## config.mk

```make
export PLATFORM = sky130hd
export DESIGN_NAME = cpu_core_param_flat
export DESIGN_NICKNAME = d
export VERILOG_FILES = /design/src/rtl/cpu_core_param_if.sv /design/src/rtl/cpu_core_param.sv /design/src/flat_wrapper.sv
export SDC_FILE = /design/constraint.sdc
export NUM_CORES = 2
export LEC_CHECK = 0
export BUFFER_PORTS_ARGS = -buffer_cell sky130_fd_sc_hd__buf_2
export CAP_MARGIN = 5
export CORE_MARGIN = 2
export CORE_UTILIZATION = 55
export CTS_CLUSTER_DIAMETER = 50
export CTS_CLUSTER_SIZE = 8
export DETAILED_ROUTE_END_ITERATION = 10
export PLACE_DENSITY = 0.69
export SYNTH_ARGS = -nofsm -noshare
export SYNTH_HDL_FRONTEND = slang
export SYNTH_SLANG_ARGS = --single-unit
```

## constraint.sdc

```tcl
create_clock -name clk -period 5.1 [get_ports clk]
set_input_delay 1.02 -clock clk [delete_from_list [all_inputs] [get_ports clk]]
set_output_delay 1.02 -clock clk [all_outputs]
set_load 0.05 [all_outputs]
```

## src/rtl/cpu_core_param_if.sv

```systemverilog
// Command/operand/result bundle for cpu_core_param.
// The master drives commands and operands; the slave (the core) returns status and result.
interface cpu_core_param_if #(
  parameter int WIDTH  = 8,
  parameter int NUM_IN = 4
);
  localparam int SEL_W = $clog2(NUM_IN);
  localparam int CMD_W = 4 + 2*SEL_W;

  logic                    cmd_valid;
  logic [CMD_W-1:0]        cmd_in;
  logic [NUM_IN*WIDTH-1:0] din;
  logic                    cpu_rdy;
  logic [2*WIDTH-1:0]      out_reg;
  logic                    done;
  logic                    zero;
  logic                    error;

  modport master (
    output cmd_valid, cmd_in, din,
    input  cpu_rdy, out_reg, done, zero, error
  );

  modport slave (
    input  cmd_valid, cmd_in, din,
    output cpu_rdy, out_reg, done, zero, error
  );
endinterface

```

## src/rtl/cpu_core_param.sv

```systemverilog
// Parametrised multi-channel CPU core: ALU, load/store data memory and an optional
// sequential shift-add multiplier enabled by the CPU_MUL_EN macro.
module cpu_core_param #(
  parameter int WIDTH  = 8,
  parameter int NUM_IN = 4,
  parameter int ADDR_W = WIDTH
) (
  input logic            clk,
  input logic            reset,
  cpu_core_param_if.slave bus
);
  localparam int SEL_W = $clog2(NUM_IN);
  localparam int CMD_W = 4 + 2*SEL_W;
  localparam int DW    = 2*WIDTH;

  typedef enum logic [1:0] {
    S_IDLE,
    S_EXEC,
    S_MEMRD
`ifdef CPU_MUL_EN
    , S_MUL
`endif
  } state_e;

  typedef enum logic [3:0] {
    OP_ADD  = 4'd0,  OP_SUB  = 4'd1,  OP_AND = 4'd2,  OP_OR   = 4'd3,
    OP_XOR  = 4'd4,  OP_NOT  = 4'd5,  OP_SHL = 4'd6,  OP_SHR  = 4'd7,
    OP_MUL  = 4'd8,  OP_PASS = 4'd9,  OP_LOAD = 4'd10, OP_STORE = 4'd11,
    OP_CMP  = 4'd12
  } op_e;

  state_e             state_q, state_d;
  logic [3:0]         op_q, op_d;
  logic [WIDTH-1:0]   a_q, a_d, b_q, b_d;
  logic               bad_q, bad_d;
  logic [DW-1:0]      out_q, out_d;
  logic               zero_q, zero_d, err_q, err_d, done_q, done_d;
  logic               mem_we;
  logic [DW-1:0]      rd_q;
  logic [DW-1:0]      mem_q [2**ADDR_W];

  logic [3:0]         cmd_op;
  logic [SEL_W-1:0]   cmd_sa, cmd_sb;
  logic [WIDTH-1:0]   din_a, din_b;
  logic               sel_bad;
  logic [DW-1:0]      a_ext, b_ext, res;
  logic               res_wr, res_err;

`ifdef CPU_MUL_EN
  localparam int CNT_W = $clog2(WIDTH);
  logic [DW-1:0]      acc_q, acc_d, mcand_q, mcand_d, mul_sum;
  logic [WIDTH-1:0]   mplier_q, mplier_d;
  logic [CNT_W-1:0]   cnt_q, cnt_d;
`endif

  assign cmd_op = bus.cmd_in[CMD_W-1 -: 4];
  assign cmd_sa = bus.cmd_in[2*SEL_W-1 -: SEL_W];
  assign cmd_sb = bus.cmd_in[SEL_W-1:0];
  assign a_ext  = {{WIDTH{1'b0}}, a_q};
  assign b_ext  = {{WIDTH{1'b0}}, b_q};

  always_comb begin
    din_a   = '0;
    din_b   = '0;
    for (int unsigned k = 0; k < NUM_IN; k++) begin
      if (cmd_sa == SEL_W'(k)) din_a = bus.din[k*WIDTH +: WIDTH];
      if (cmd_sb == SEL_W'(k)) din_b = bus.din[k*WIDTH +: WIDTH];
    end
    sel_bad = (int'(cmd_sa) >= NUM_IN) || (int'(cmd_sb) >= NUM_IN);
  end

  always_comb begin
    state_d = state_q;
    op_d    = op_q;
    a_d     = a_q;
    b_d     = b_q;
    bad_d   = bad_q;
    out_d   = out_q;
    zero_d  = zero_q;
    err_d   = err_q;
    done_d  = 1'b0;
    mem_we  = 1'b0;
    res     = '0;
    res_wr  = 1'b0;
    res_err = 1'b0;
`ifdef CPU_MUL_EN
    acc_d    = acc_q;
    mcand_d  = mcand_q;
    mplier_d = mplier_q;
    cnt_d    = cnt_q;
    mul_sum  = acc_q + (mplier_q[0] ? mcand_q : '0);
`endif
    case (state_q)
      S_IDLE: begin
        if (bus.cmd_valid) begin
          op_d    = cmd_op;
          a_d     = din_a;
          b_d     = din_b;
          bad_d   = sel_bad;
          state_d = S_EXEC;
        end
      end
      S_EXEC: begin
        state_d = S_IDLE;
        done_d  = 1'b1;
        err_d   = 1'b0;
        if (bad_q) begin
          err_d = 1'b1;
        end else begin
          case (op_q)
            OP_ADD:  begin res = a_ext + b_ext;                 res_wr = 1'b1; end
            OP_SUB:  begin res = {{WIDTH{1'b0}}, a_q - b_q};    res_wr = 1'b1; res_err = (a_q < b_q); end
            OP_AND:  begin res = a_ext & b_ext;                 res_wr = 1'b1; end
            OP_OR:   begin res = a_ext | b_ext;                 res_wr = 1'b1; end
            OP_XOR:  begin res = a_ext ^ b_ext;                 res_wr = 1'b1; end
            OP_NOT:  begin res = {{WIDTH{1'b0}}, ~a_q};         res_wr = 1'b1; end
            OP_SHL:  begin res = a_ext << 1;                    res_wr = 1'b1; end
            OP_SHR:  begin res = a_ext >> 1;                    res_wr = 1'b1; end
            OP_PASS: begin res = a_ext;                         res_wr = 1'b1; end
            OP_CMP:  begin res = DW'(a_q == b_q);               res_wr = 1'b1; end
            OP_STORE: mem_we = 1'b1;
            OP_LOAD: begin
              // rd_q samples mem[a_q] at this edge; the result lands one edge later
              done_d  = 1'b0;
              err_d   = err_q;
              state_d = S_MEMRD;
            end
`ifdef CPU_MUL_EN
            OP_MUL: begin
              // iteration 0 happens here, the remaining WIDTH-1 run in S_MUL
              done_d   = 1'b0;
              err_d    = err_q;
              acc_d    = b_q[0] ? a_ext : '0;
              mcand_d  = a_ext << 1;
              mplier_d = b_q >> 1;
              cnt_d    = CNT_W'(1);
              state_d  = S_MUL;
            end
`endif
            default: err_d = 1'b1;
          endcase
          if (res_wr) begin
            out_d  = res;
            zero_d = (res == '0);
            err_d  = res_err;
          end
        end
      end
      S_MEMRD: begin
        out_d   = rd_q;
        zero_d  = (rd_q == '0);
        err_d   = 1'b0;
        done_d  = 1'b1;
        state_d = S_IDLE;
      end
`ifdef CPU_MUL_EN
      S_MUL: begin
        acc_d    = mul_sum;
        mcand_d  = mcand_q << 1;
        mplier_d = mplier_q >> 1;
        if (cnt_q == CNT_W'(WIDTH-1)) begin
          out_d   = mul_sum;
          zero_d  = (mul_sum == '0);
          err_d   = 1'b0;
          done_d  = 1'b1;
          cnt_d   = '0;
          state_d = S_IDLE;
        end else begin
          cnt_d = cnt_q + CNT_W'(1);
        end
      end
`endif
      default: state_d = S_IDLE;
    endcase
  end

  always_ff @(posedge clk) begin
    if (reset) begin
      state_q  <= S_IDLE;
      op_q     <= '0;
      a_q      <= '0;
      b_q      <= '0;
      bad_q    <= 1'b0;
      out_q    <= '0;
      zero_q   <= 1'b0;
      err_q    <= 1'b0;
      done_q   <= 1'b0;
`ifdef CPU_MUL_EN
      acc_q    <= '0;
      mcand_q  <= '0;
      mplier_q <= '0;
      cnt_q    <= '0;
`endif
    end else begin
      state_q  <= state_d;
      op_q     <= op_d;
      a_q      <= a_d;
      b_q      <= b_d;
      bad_q    <= bad_d;
      out_q    <= out_d;
      zero_q   <= zero_d;
      err_q    <= err_d;
      done_q   <= done_d;
`ifdef CPU_MUL_EN
      acc_q    <= acc_d;
      mcand_q  <= mcand_d;
      mplier_q <= mplier_d;
      cnt_q    <= cnt_d;
`endif
    end
  end

  // Data memory is never reset; a reset on the STORE edge suppresses the write
  always_ff @(posedge clk) begin
    if (mem_we && !reset) mem_q[a_q[ADDR_W-1:0]] <= out_q;
    rd_q <= mem_q[a_q[ADDR_W-1:0]];
  end

  assign bus.cpu_rdy = (state_q == S_IDLE);
  assign bus.out_reg = out_q;
  assign bus.done    = done_q;
  assign bus.zero    = zero_q;
  assign bus.error   = err_q;
endmodule

```

## src/flat_wrapper.sv

```systemverilog
// flat-port wrapper written by rule: the top's interface ports become plain ports
module cpu_core_param_flat 
#(
  parameter int WIDTH  = 8,
  parameter int NUM_IN = 4,
  parameter int ADDR_W = WIDTH
)
  (clk, reset, bus_cmd_valid, bus_cmd_in, bus_din, bus_cpu_rdy, bus_out_reg, bus_done, bus_zero, bus_error);
  cpu_core_param_if #(.WIDTH(WIDTH), .NUM_IN(NUM_IN)) bus_i ();
  input logic clk;
  input logic reset;
  input wire logic [$bits(bus_i.cmd_valid)-1:0] bus_cmd_valid;
  input wire logic [$bits(bus_i.cmd_in)-1:0] bus_cmd_in;
  input wire logic [$bits(bus_i.din)-1:0] bus_din;
  output wire logic [$bits(bus_i.cpu_rdy)-1:0] bus_cpu_rdy;
  output wire logic [$bits(bus_i.out_reg)-1:0] bus_out_reg;
  output wire logic [$bits(bus_i.done)-1:0] bus_done;
  output wire logic [$bits(bus_i.zero)-1:0] bus_zero;
  output wire logic [$bits(bus_i.error)-1:0] bus_error;
  assign bus_i.cmd_valid = bus_cmd_valid;
  assign bus_i.cmd_in = bus_cmd_in;
  assign bus_i.din = bus_din;
  assign bus_cpu_rdy = bus_i.cpu_rdy;
  assign bus_out_reg = bus_i.out_reg;
  assign bus_done = bus_i.done;
  assign bus_zero = bus_i.zero;
  assign bus_error = bus_i.error;
  cpu_core_param #(.WIDTH(WIDTH), .NUM_IN(NUM_IN), .ADDR_W(ADDR_W)) u_core (.clk(clk), .reset(reset), .bus(bus_i));
endmodule
```

After elaboration in Yosys (flattened, before gate mapping)
Memories as Yosys holds them, arrays and structs flattened. A register that Yosys moved wholly into a read port is not among the register bits.
Index checks and enable logic that the tools add are counted.

word-level totals
  memory bits (writable) = 4,096
  memories kept = 1
  word-level logic and storage cells = 82
  bits in registers = 41

memory list
  memory        words  bits a word  read ports  clocked after memory_dff  write ports  line                  RTL
  u_core.mem_q  256    16           1           1                         1            cpu_core_param.sv:40  logic [DW-1:0] mem_q [2**ADDR_W];

cells by class
  $add $sub $neg = 2
  equality and inequality tests = 23
  reduce and logical (&&, ||, !) cells = 14
  muxes and demuxes = 29
  order comparisons = 1
  bitwise gates (word level) = 4

operators with widths
  kind                  count
  $pmux W16 S10         1
  $mux W8               8
  $logic_not A16 Y1     2
  $mux W16              2
  $pmux W16 S2          1
  $eq A4 B3 Y1 const B  4
  $eq A4 B4 Y1 const B  4
  $reduce_or A11 Y1     1
  $eq A2 B2 Y1 const B  5
  $mux W1               10
  $reduce_or A10 Y1     1
  $add A8 B8 Y9         1
  $and A8 B8 Y8         1
  $eq A4 B2 Y1 const B  2
  $eq A8 B8 Y1          1
  $lt A8 B8 Y1          1
  $not A8 Y8            1
  $or A8 B8 Y8          1
  $pmux W1 S2           4
  $sub A8 B8 Y8         1
  $xor A8 B8 Y8         1
  $eq A2 B1 Y1 const B  3
  $logic_not A2 Y1      3
  $reduce_and A2 Y1     3
  10 further kinds      11

Depth between registers and ports, before layout
  depth in word-level cells = 6
  depth in mapped cells = 17
  depth with buffers taken out = 10

Worst setup path after synthesis
OpenSTA, ideal clock, no wires.

  path kind = register to output
  from = reg u_core.out_q[10] (netlist: u_core.bus.out_reg[10])
  to = out bus_out_reg[10]
  required time = 4,080 ps
  path buffers = 0
  stages on the path, launching flop included = 1
  arrival = 3,719 ps
  slack = 361 ps
  cells stage by stage = dfxtp_1

RTL lines
  item                    line                   RTL
  start, declared         cpu_core_param.sv:36   logic [DW-1:0] out_q, out_d;
  start signal, assigned  cpu_core_param.sv:200  out_q <= out_d;
  end, declared           flat_wrapper.sv:16     output wire logic [$bits(bus_i.out_reg)-1:0] bus_out_reg;

No word-level cell between the ends.

==> qor.yml <==
synthFlopType: "edfxtp_1"
crit_fanout: 30
yosysTopAreaCell: "edfxtp_1"
port_buffers: 62
slowest_stage: "dfxtp_4"
outcome: "finished, violations left"
crit_required_ns: 6.03
dp_hpwl_um: 270900
sw_frac_of_total: 0.2214
crit_path_frequent_cell: "buf_4"
worstMarginPinSlew_ns: 1.513
pwr-share-clk: 0.457
synth_common_cells: "4096 x edfxtp_1, 1193 x mux4_2, 312 x nor2_1, 222 x nand2_1, 171 x clkbuf_1"
violations: "slew limit"
synth-seq-cells: 4153
yosysSeqAreaShare: 0.7753
async_flop_share: 0
grt_max_degree: 252
ys_top_cells_by_area: "edfxtp_1 77%, mux4_2 17%, mux2i_1 0.74%, nor2_1 0.73%, dfxtp_1 0.71%"
drive_gt1_frac: 0.3423
slowest_delay_ns: 0.94
fin_tns_setup_ns: 0
power.switching_mw: 17.18
synthesis.area_um2: 160100
h-tree-depth: 6
place_area_um2: 169200
grt_pass1_wl_um: 634900
fin_crit_sh: 0.9413
via_count: 82560
cts_root_buffer: "clkbuf_16"
peakVddDrop_uv: 327.7
hold_slack_ns: 0.2473
path_cells: "buf_12 -> buf_4 -> mux4_2 -> mux2i_1 -> o22ai_1 -> or4_1 -> nor4_1 -> buf_4 -> nand4_1"
cts_setup_buffers: 0
period_needed_ns: 4.801
cts_tree: "yes"
grt_util_all_layers: 0.3107
core_um2: 290300
initial_utilization: 0.5515
rsz0062_at_grt: "false"
grt_pass1_vias: 81700
pwr-share-comb: 0.058
antenna_found_initial: 27
viasPerCell: 6.942
synth_top_area_frac: 0.7682
syn_nets: 7039
clk_latency_ns: 1.08
cts_resized: 0
critical_path_buf_inv_count: 3
max_slew_margin: -0.008553
grt.overflow.total: 0
crit_family: "simple AND/OR/NAND/NOR gates"
post_drt_wl_per_cell_um: 38.39
fin_skew_ns: 0.07862
min_path_type: "in -> reg"
fmax_mhz: 208.3
path_class: "reg -> reg"
final_area_um2: 185900
p_int_mw: 60.42
start_kind: "flop"
ys_warn_count: 0
drt_iter0_markers: 13680
end_kind: "flop"
synth.avg_cell_area_um2: 22.98
syn_inst: 6967
synth_edf_count: 4096
worstPathArrival_ns: 5.73
io_pins: 63
wirelength_um: 456500
fp-row-count: 198
synth.most_common_cell: "edfxtp_1"
leakagePower_nw: 59.48
routabilityCongestion: 0.9773
die_h_um: 543.6
cts_buffers: 595
clk_pin_slew_ns: 0.05
total_power_mw: 77.60
die_w_um: 543.6
finalSetupViolCount: 0
cts.sinks: 4153
cts_hold_buf: 0
finish.net_count: 7900
max-cap-violations: 0
detail-route-antenna-nets: 0
synth_cell_type_count: 66
seqPwrFrac: 0.485
hold_violations: 0
drc: 0
largest_reg_flops: 4096
area_delta_synth_final_pct: 16.12
cts_buffer_depth: 4
dieArea_um2: 295500
drv_slew: 47
drtPass1Iterations: 8
power_density_nw_per_um2: 417.3
[worst paths after layout]
path	slack, ns	cells past startpoint	endpoint	start
hold reg to reg	0.46	2	u_core.bus.error	u_core.bus.error
hold / removal	0.25	3	u_core.op_q[0]	bus_cmd_in[4]
setup / recovery	0.30	9	u_core.rd_q[15]	u_core.a_q[0]
setup reg to reg	0.30	9	u_core.rd_q[15]	u_core.a_q[0]
[cell families after synthesis]
logic type	Yosys count	share of synthesized area
AOI/OAI and AO/OA	369	0.01601
xor gates and xnor gates	5	0.0002735
adders and majority gates	29	0.002360
buffers and inverters	415	0.01267
DFF	4153	0.7753
muxes	1313	0.1753
and+or+nand+nor	683	0.01807
[routing by layer]
metal | vias to the layer above | share of wire | global-route usage
met3 | 1043 | 0.13 | 0.09561
met2 | 6364 | 0.46 | 0.4614
met4 | 16 | 0.053 | 0.1458
met1 | 43860 | 0.36 | 0.4260
met5 | - | 0.00023 | 0
li1 | 31280 | - | -
[cell usage in the layout, fill, tap and decap left out, drive strengths merged, types with 37 or more instances in the layout]
cell / instances
dfxtp: 57
buf: 649
o22ai: 76
clkinv: 49
a221oi: 39
mux2i: 119
edfxtp: 4096
clkbuf: 675
inv: 44
a22o: 37
mux4: 1193
a21oi: 73
nand2: 222
a22oi: 46
nor2: 313
[per-stage QoR]
stage	utilization	setup WS [ns]	cells
finish	0.6404	0.2993	11890
CTS	0.6402	0.4756	11870
global placement	0.5827	0.4226	11130
floorplan	-	0.3605	6967
global route	0.6402	0.2128	11870
detailed placement	0.5827	0.4358	11130
[power groups by stage]
stage	Clock [mW]	Sequential, mW	Combinational, mW
after floorplan	0	38.3	2.51
after global placement	0	38.2	4.36
after detailed placement	0	38.2	4.40
after CTS	35.8	37.6	4.43
after global routing	37.2	37.6	4.60
final	35.5	37.6	4.48
[final cells by class]
class	instances	area, um2
Clock inverter	66	1385
Multi-Input combinational cell	2399	34470
Fill cell	18660	104400
Inverter	30	120.1
Timing Repair Buffer	649	5505
Antenna cell	20	50.05
Tap cell	3900	4880
Clock buffer	675	15320
Sequential cell	4153	124200
[tightest hold or removal path: stages]
cell and delay [ns]:
buf_2 0.10, nand2_1 0.05, a21oi_1 0.05
No activity file was read; power rests on OpenSTA's default activity.
